--- src/rtl/spike_event_queue.sv ---
// spike_event_queue
//
// Buffers presynaptic spike events from two never-stalling producers (external
// input spikes and recurrent feedback spikes) in one circular FIFO and presents
// them one at a time on the network controller's occurred/index/ack handshake.
// Events that do not fit are dropped and counted.
//
// Ports:
//   clk            rising-edge clock
//   reset          synchronous, active-low reset
//   flush          synchronous queue clear (counters and sticky flag kept)
//   ext_valid      external spike this cycle
//   ext_index      synapse row of the external spike
//   fb_valid       feedback spike this cycle
//   fb_neuron      index of the spiking neuron
//   input_occurred queue non-empty, head valid
//   input_index    head entry (0 when empty)
//   input_ack      controller took the head; pop
//   count          current occupancy
//   drop_count     saturating count of dropped events
//   ack_err        sticky: ack seen while empty
module spike_event_queue #(
    parameter int unsigned SR_DEPTH = 16384,
    parameter int unsigned NR_DEPTH = 16,
    parameter int unsigned Q_DEPTH  = 8,
    parameter int unsigned FB_BASE  = 16368,
    parameter int unsigned DROP_W   = 16,
    localparam int unsigned SW = $clog2(SR_DEPTH),
    localparam int unsigned NW = $clog2(NR_DEPTH),
    localparam int unsigned CW = $clog2(Q_DEPTH) + 1
) (
    input  logic              clk,
    input  logic              reset,
    input  logic              flush,
    input  logic              ext_valid,
    input  logic [SW-1:0]     ext_index,
    input  logic              fb_valid,
    input  logic [NW-1:0]     fb_neuron,
    output logic              input_occurred,
    output logic [SW-1:0]     input_index,
    input  logic              input_ack,
    output logic [CW-1:0]     count,
    output logic [DROP_W-1:0] drop_count,
    output logic              ack_err
);

    localparam int unsigned PW = $clog2(Q_DEPTH);

    logic [SW-1:0]     mem [Q_DEPTH];
    logic [PW-1:0]     rd_ptr_q, wr_ptr_q;
    logic [CW-1:0]     count_q;
    logic [DROP_W-1:0] drop_q;
    logic              ack_err_q;

    logic              pop;
    logic [CW-1:0]     free;
    logic              acc_ext, acc_fb;
    logic [1:0]        n_valid, n_acc, n_drop;
    logic [SW-1:0]     fb_idx;
    logic [DROP_W:0]   drop_sum;
    logic [DROP_W-1:0] drop_d;

    always_comb begin
        pop    = input_ack && (count_q != '0);
        // A pop in the same cycle frees a slot for this cycle's pushes.
        free   = CW'(Q_DEPTH) - count_q + CW'(pop);
        fb_idx = SW'(FB_BASE) + SW'(fb_neuron);

        acc_ext = 1'b0;
        acc_fb  = 1'b0;
        if (free >= CW'(2)) begin
            acc_ext = ext_valid;
            acc_fb  = fb_valid;
        end else if (free == CW'(1)) begin
            // ext is the older event, so it wins the last slot.
            acc_ext = ext_valid;
            acc_fb  = fb_valid && !ext_valid;
        end

        n_valid  = {1'b0, ext_valid} + {1'b0, fb_valid};
        n_acc    = {1'b0, acc_ext} + {1'b0, acc_fb};
        n_drop   = n_valid - n_acc;
        drop_sum = {1'b0, drop_q} + (DROP_W + 1)'(n_drop);
        drop_d   = drop_sum[DROP_W] ? '1 : drop_sum[DROP_W-1:0];
    end

    always_ff @(posedge clk) begin
        if (!reset) begin
            rd_ptr_q  <= '0;
            wr_ptr_q  <= '0;
            count_q   <= '0;
            drop_q    <= '0;
            ack_err_q <= 1'b0;
        end else begin
            if (input_ack && (count_q == '0)) begin
                ack_err_q <= 1'b1;
            end
            if (flush) begin
                // Discarded pushes are not drops, so drop_q is left alone.
                rd_ptr_q <= '0;
                wr_ptr_q <= '0;
                count_q  <= '0;
            end else begin
                rd_ptr_q <= rd_ptr_q + PW'(pop);
                wr_ptr_q <= wr_ptr_q + PW'(n_acc);
                count_q  <= count_q + CW'(n_acc) - CW'(pop);
                drop_q   <= drop_d;
            end
        end
    end

    // Storage needs no reset: reads are masked while count is zero.
    always_ff @(posedge clk) begin
        if (reset && !flush) begin
            if (acc_ext) begin
                mem[wr_ptr_q] <= ext_index;
            end
            if (acc_fb) begin
                mem[wr_ptr_q + PW'(acc_ext)] <= fb_idx;
            end
        end
    end

    assign input_occurred = (count_q != '0);
    assign input_index    = input_occurred ? mem[rd_ptr_q] : '0;
    assign count          = count_q;
    assign drop_count     = drop_q;
    assign ack_err        = ack_err_q;

    a_count_bound : assert property (@(posedge clk) disable iff (!reset)
        count_q <= CW'(Q_DEPTH));

    a_head_stable : assert property (@(posedge clk) disable iff (!reset)
        (input_occurred && !input_ack && !flush) |=> $stable(input_index));

endmodule
--- config.mk ---
export PLATFORM = sky130hd
export DESIGN_NAME = spike_event_queue
export DESIGN_NICKNAME = d
export VERILOG_FILES = /design/src/rtl/spike_event_queue.sv
export SDC_FILE = /design/constraint.sdc
export NUM_CORES = 1
export LEC_CHECK = 0
export BUFFER_PORTS_ARGS = -buffer_cell sky130_fd_sc_hd__buf_2
export CAP_MARGIN = 20
export CORE_MARGIN = 2
export CORE_UTILIZATION = 54
export DETAILED_ROUTE_END_ITERATION = 10
export GPL_TIMING_DRIVEN = 1
export PLACE_DENSITY = 0.76
export RECOVER_POWER = 25
export SLEW_MARGIN = 20
export SYNTH_ARGS = -nofsm -noshare
export SYNTH_HDL_FRONTEND = slang
export SYNTH_SLANG_ARGS = --single-unit
--- constraint.sdc ---
create_clock -name clk -period 4.6 [get_ports clk]
set_input_delay 0.46 -clock clk [delete_from_list [all_inputs] [get_ports clk]]
set_output_delay 0.46 -clock clk [all_outputs]
set_load 0.02 [all_outputs]
Word level (Yosys, flattened, before mapping)

Memory sizes are Yosys's and may differ from the RTL's. A register that Yosys moved wholly into a read port is not among the register bits.
Index checks and enable logic that the tools add are counted.

Latch bits: 0
RAM bits: 112
Bits in read-only memories: 0
Output and inout bits: 36
Flip-flop bits (word level): 27
Memories kept: 1

Order comparisons: 1
Reductions and logical operators: 9
Add/subtract/negate cells: 12
Equality and inequality tests: 1
Divide/modulo/power cells: 0
Shift operators: 0
Bitwise logic cells: 1
Multipliers: 0
Mux-type cells: 13

Memory list:

| memory | depth | bits a word | read ports | clocked after memory_dff | write ports | RTL line | text |
|---|---|---|---|---|---|---|---|
| mem    | 8     | 14          | 1          | 1                        | 2           | 49       | `logic [SW-1:0] mem [Q_DEPTH];` |

Operators with widths:

| kind                                                              | count |
|---|---|
| adder 16 x 2 -> 17 bit                                            | 1 |
| two-way mux 16 bit                                                | 1 |
| two-way mux 14 bit                                                | 1 |
| two-way mux 1 bit                                                 | 10 |
| adder 3 x 1 -> 3 bit                                              | 2 |
| adder 5 x 5 -> 6 bit, first input constant                        | 1 |
| adder 1 x 1 -> 2 bit                                              | 2 |
| adder 4 x 1 -> 4 bit                                              | 1 |
| adder 4 x 2 -> 4 bit                                              | 1 |
| == test 4 x 1 -> 1 bit, second input constant                     | 1 |
| greater-or-equal comparator 4 x 2 -> 1 bit, second input constant | 1 |
| logical AND 1 bit                                                 | 4 |
| logical NOT 4 bit                                                 | 1 |
| nonzero test 4 bit                                                | 1 |
| subtractor 4 x 1 -> 4 bit                                         | 1 |
| subtractor 4 bit, first input constant                            | 1 |
| adder 3 x 2 -> 3 bit                                              | 1 |
| two-way mux 3 bit                                                 | 1 |
| logical NOT 1 bit                                                 | 2 |
| OR reduction 2 bit                                                | 1 |
| subtractor 2 bit                                                  | 1 |
| inverter 1 bit                                                    | 1 |

Longest topological paths before layout

Depth in word-level cells: 10
Mapped depth: 25
Depth with buffers taken out: 22

Worst setup path after synthesis

No wires, ideal clock.

Kind: register to register
Start point: reg count_q[2] (netlist: count[2])
End point: reg drop_q[10] (netlist: drop_count[10])
Data required time: 4.468 ns
Path slack: -0.614 ns
Cell stages (with the launch flop): 25
Clock period less this slack: 5.214 ns
Data arrival time: 5.082 ns
Path through: dfxtp_1 -> inv_1 -> ha_1 -> and3_1 -> clkbuf_1 -> inv_1 -> nand2_1 -> ha_1 -> inv_1 -> ha_1 -> a41oi_1 -> nor3_1 -> clkbuf_1 -> nor2b_1 -> fa_1 -> inv_1 -> ha_1 -> ha_1 -> fa_1 -> nor2b_1 -> and4_1 -> clkbuf_1 -> and3_1 -> xnor2_1 -> a21oi_1

Word-level cells in the longest chain between the ends: 10
Elaborated cells on any way between the ends: 14

Ends and longest elaborated chain:

| what                                                                                               | RTL line | text |
|---|---|---|
| start, declared                                                                                    | 51       | `logic [CW-1:0] count_q;` |
| start signal, assigned                                                                             | 106      | `count_q <= count_q + CW'(n_acc) - CW'(pop);` |
| nonzero test 4 bit (*)                                                                             | -        |  |
| net input_occurred                                                                                 | 39       | `output logic input_occurred,` |
| logical AND 1 bit (*)                                                                              | 64       | `pop = input_ack && (count_q != '0);` |
| adder 4 x 1 -> 4 bit (*)                                                                           | 66       | `free = CW'(Q_DEPTH) - count_q + CW'(pop);` |
| parallel branches: the longest is 3 deep, another holds greater-or-equal comparator 4 x 2 -> 1 bit | -        |  |
| adder 1 x 1 -> 2 bit (*)                                                                           | 81       | `n_acc = {1'b0, acc_ext} + {1'b0, acc_fb};` |
| subtractor 2 bit (*)                                                                               | 82       | `n_drop = n_valid - n_acc;` |
| adder 16 x 2 -> 17 bit (*)                                                                         | 83       | `drop_sum = {1'b0, drop_q} + (DROP_W + 1)'(n_drop);` |
| two-way mux 16 bit (*)                                                                             | 84       | `drop_d = drop_sum[DROP_W] ? '1 : drop_sum[DROP_W-1:0];` |
| end signal, assigned                                                                               | 107      | `drop_q <= drop_d;` |
| end, declared                                                                                      | 52       | `logic [DROP_W-1:0] drop_q;` |

Mark *: on every way through the listed nets, which the timed path passes.
A chain may end at the register's enable or synchronous reset.

Final worst setup path

Start point: reg count_q[2] (netlist: count[2])
End point: reg drop_q[10] (netlist: drop_count[10])

Word-level cells in the longest chain between the ends: 10
Elaborated cells on any way between the ends: 14

Ends and longest elaborated chain:

| what                                                                                               | RTL line |
|---|---|
| parallel branches: the longest is 2 deep, another holds subtractor 4 bit                           | - |
| adder 4 x 1 -> 4 bit (*)                                                                           | 66 |
| parallel branches: the longest is 3 deep, another holds greater-or-equal comparator 4 x 2 -> 1 bit | - |
| adder 1 x 1 -> 2 bit (*)                                                                           | 81 |
| subtractor 2 bit (*)                                                                               | 82 |
| adder 16 x 2 -> 17 bit (*)                                                                         | 83 |
| two-way mux 16 bit (*)                                                                             | 84 |

Every way passes the cells marked *.

==> results.yml <==
detailed_routing:
  ant_nets: 0
  drt-initial-drc-count: 577
  dr.pass1.iters: 5
  wl_um: 19000
  wl_per_cell_um: 20.5
  vias: 5892
  drt_drc_violations_left: 0
  via_per_inst: 6.37
critical_path:
  cp_slowest_cell: "fa_1"
  crit_required_ns: 4.88
  start_kind: "flop"
  reg2reg_from: "count[2]"
  end_kind: "flop"
  max_stage_delay_ns: 0.44
  worstSetupPathType: "reg -> reg"
  crit_top_cell: "ha_1"
  arrival_ns: 4.60
  worst-path-max-fanout: 8
  startpoint: "count[2]"
  crit_chain: "inv_2, ha_1, and3_1, inv_4, nand2_1, ha_2, or3_1, a41oi_2, nor3_4, nor2b_2, fa_1, inv_1, ha_1, ha_1, fa_1, nor2b_2, and4_4, and3_1, xnor2_1, a21oi_1"
timing:
  setup_viol: 0
  slew_headroom_pct: 33.4
  post-route-min-period_ns: 4.32
  finalSetupTns_ns: 0
  fin_crit_sh_pct: 93.9
  drv_slew: 0
  fmax_ghz: 0.231
  finalWorstSetupSlack_ns: 0.280
  clock_skew_ns: 0.00518
  rsz0062_at_grt: "false"
  final_hold_viol_count: 0
  worst_pin_slew_ns: 0.997
power:
  p_leak_nw: 3.33
  ir_drop_uv: 410
  p_per_area_nw_per_um2: 608
  p_total_mw: 4.95
global_routing:
  grt-ovfl-total: 0
  grt_pass1_wl_um: 30900
  antenna_found_initial: 0
  grtUsageTotal_pct: 28.2
  grt_pass1_vias: 5847
  grt_max_degree: 80
min_path:
  worstHoldPathType: "in -> reg"
  min_from: "input_ack"
logic_synthesis:
  yosys_warnings: 0
  ys_ff_latch: 139
  synthDistinctLibCells: 49
  synth_common_cells: "107 x dfxtp_1, 73 x nor3_1, 71 x nand2_1"
  yosysSeqAreaShare_pct: 44.2
  syn_inst: 687
  netlist.area_leader.share_pct: 30.5
  async_reset_ff_share_pct: 0
  synthFlopType: "dfxtp_1"
  yosysTopAreaCell: "dfxtp_1"
  postSynthAreaPerCell_um2: 10.2
  synth_most_common_cell: "dfxtp_1"
  syn_area_um2: 7020
  synth.net_count: 732
  synth-edff-count: 32
  netlist_top_cells_area: "dfxtp_1 31%, edfxtp_1 14%, mux4_2 9.0%"
placement:
  gp_congestion: 0.880
  post-place-ws_ns: 0.170
  port_buffers: 59
  hpwl_um: 13000
  dp_cells: 893
  dpl-instance-area_um2: 7540
finish:
  synthToLayoutAreaGrowth_pct: 16.1
  layout.cells.non_filler: 925
  layout-drive-gt1-share_pct: 17.8
  stdcell_area_um2: 8150
  fin_nets: 785
  antenna_cells: 0
die:
  start_util_pct: 55.4
  io_pins: 60
  die_h_um: 118
  dieArea_um2: 13900
  row_count: 41
  core_area_um2: 12700
  die_x_um: 118
clocking:
  cts_made_buffers: 17
  clockBufferDepth: 2
  cts.htree.levels: 4
  clk-insertion-delay-late_ns: 0.42
  tritoncts: "built"
  clockRootBuffer: "clkbuf_16"
  cts.sink_count: 139
  clk_pin_slew_worst_paths_ns: 0.06
  holdBufCountCts: 0
flow_run:
  max_cap_violations: 0
outcome:
  status: "finished, final reports clean"
==> cells by family after synthesis <==
| family | after synthesis | share of synthesized area, % |
|---|---|---|
| buf+inv | 68 | 4.03 |
| compound gates | 156 | 17.2 |
| simple gates | 243 | 17.1 |
| fa+ha+maj | 21 | 4.17 |
| mux | 44 | 11.3 |
| flops | 139 | 44.2 |
| xor+xnor | 16 | 2.00 |
==> registers in the layout, summed over array words and instances (netlist names) <==
register	count
mem	112
drop_count	16
count	4
rd_ptr_q	3
wr_ptr_q	3
ack_err	1
==> through the flow <==
stage | utilization (%) | hold slack, ns
after CTS | 64.6 | 0.278
after global routing | 64.3 | 0.290
after floorplan | - | 0.430
after detailed placement | 59.5 | 0.447
after global placement | 59.5 | 0.438
final | 64.3 | 0.293
==> timing repair <==
item                                    in CTS  in global routing
gates resized for setup                      0                  4
buffers inserted                             0                  0
endpoints found under the setup margin       0                 13
==> layout make-up <==
class,count,area (um2)
sequential,139,3110
clock buffer,23,522
timing repair buffer,83,427
fill,1044,4530
clock inverter,9,128
multi-input combinational,480,3670
tap,172,215
inverter,19,73.8
==> worst max-delay path: cells and delay by family (launching register included) <==
family | cells | cell delay (ns)
adder cells (fa/ha/maj) | 6 | 1.64
AO/OA/AOI/OAI | 2 | 0.33
buffers and inverters | 3 | 0.19
flip-flops | 1 | 0.38
XOR/XNOR | 1 | 0.13
AND/OR/NAND/NOR | 8 | 1.51
==> metal layers <==
layer  GRT usage, %  routed length [um]  vias up
li1               -                   -     2718
met4           13.2                 646        0
met3           5.43                1330       47
met1           37.2                7800     2859
met5              0                   0        -
met2           44.9                9230      268
==> final timing paths <==
check              endpoint  slack (ns)  depth (start not counted)
max          drop_count[10]        0.28                         20
min                 ack_err        0.29                          3
max reg2reg  drop_count[10]        0.28                         20
min reg2reg      mem[5][12]        0.46                          1
==> power breakdown <==
group | leakage [nW] | total [mW] | internal, mW | switching, mW
registers | 1.17 | 1.76 | 1.56 | 0.200
logic | 1.83 | 1.71 | 0.694 | 1.01
clock network | 0.323 | 1.48 | 0.964 | 0.518
total | 3.33 | 4.95 | 3.22 | 1.73
==> layout by cell type, fill, tap and decap left out, drive strengths merged, types with 7 or more instances in the layout <==
| cell type | instances |
|---|---|
| clkbuf | 59 |
| nand2b | 9 |
| mux2i | 15 |
| dfxtp | 107 |
| a21oi | 15 |
| ha | 17 |
| nor3 | 80 |
| xor2 | 9 |
| edfxtp | 32 |
| buf | 47 |
| o311ai | 10 |
| nand3 | 15 |
| nor2 | 32 |
| o31ai | 30 |
| xnor2 | 7 |
| o21ai | 20 |
| a211o | 67 |
| inv | 20 |
| nand2 | 71 |
| mux4 | 28 |
| and2 | 7 |
No activity file was read; power rests on OpenSTA's default activity.
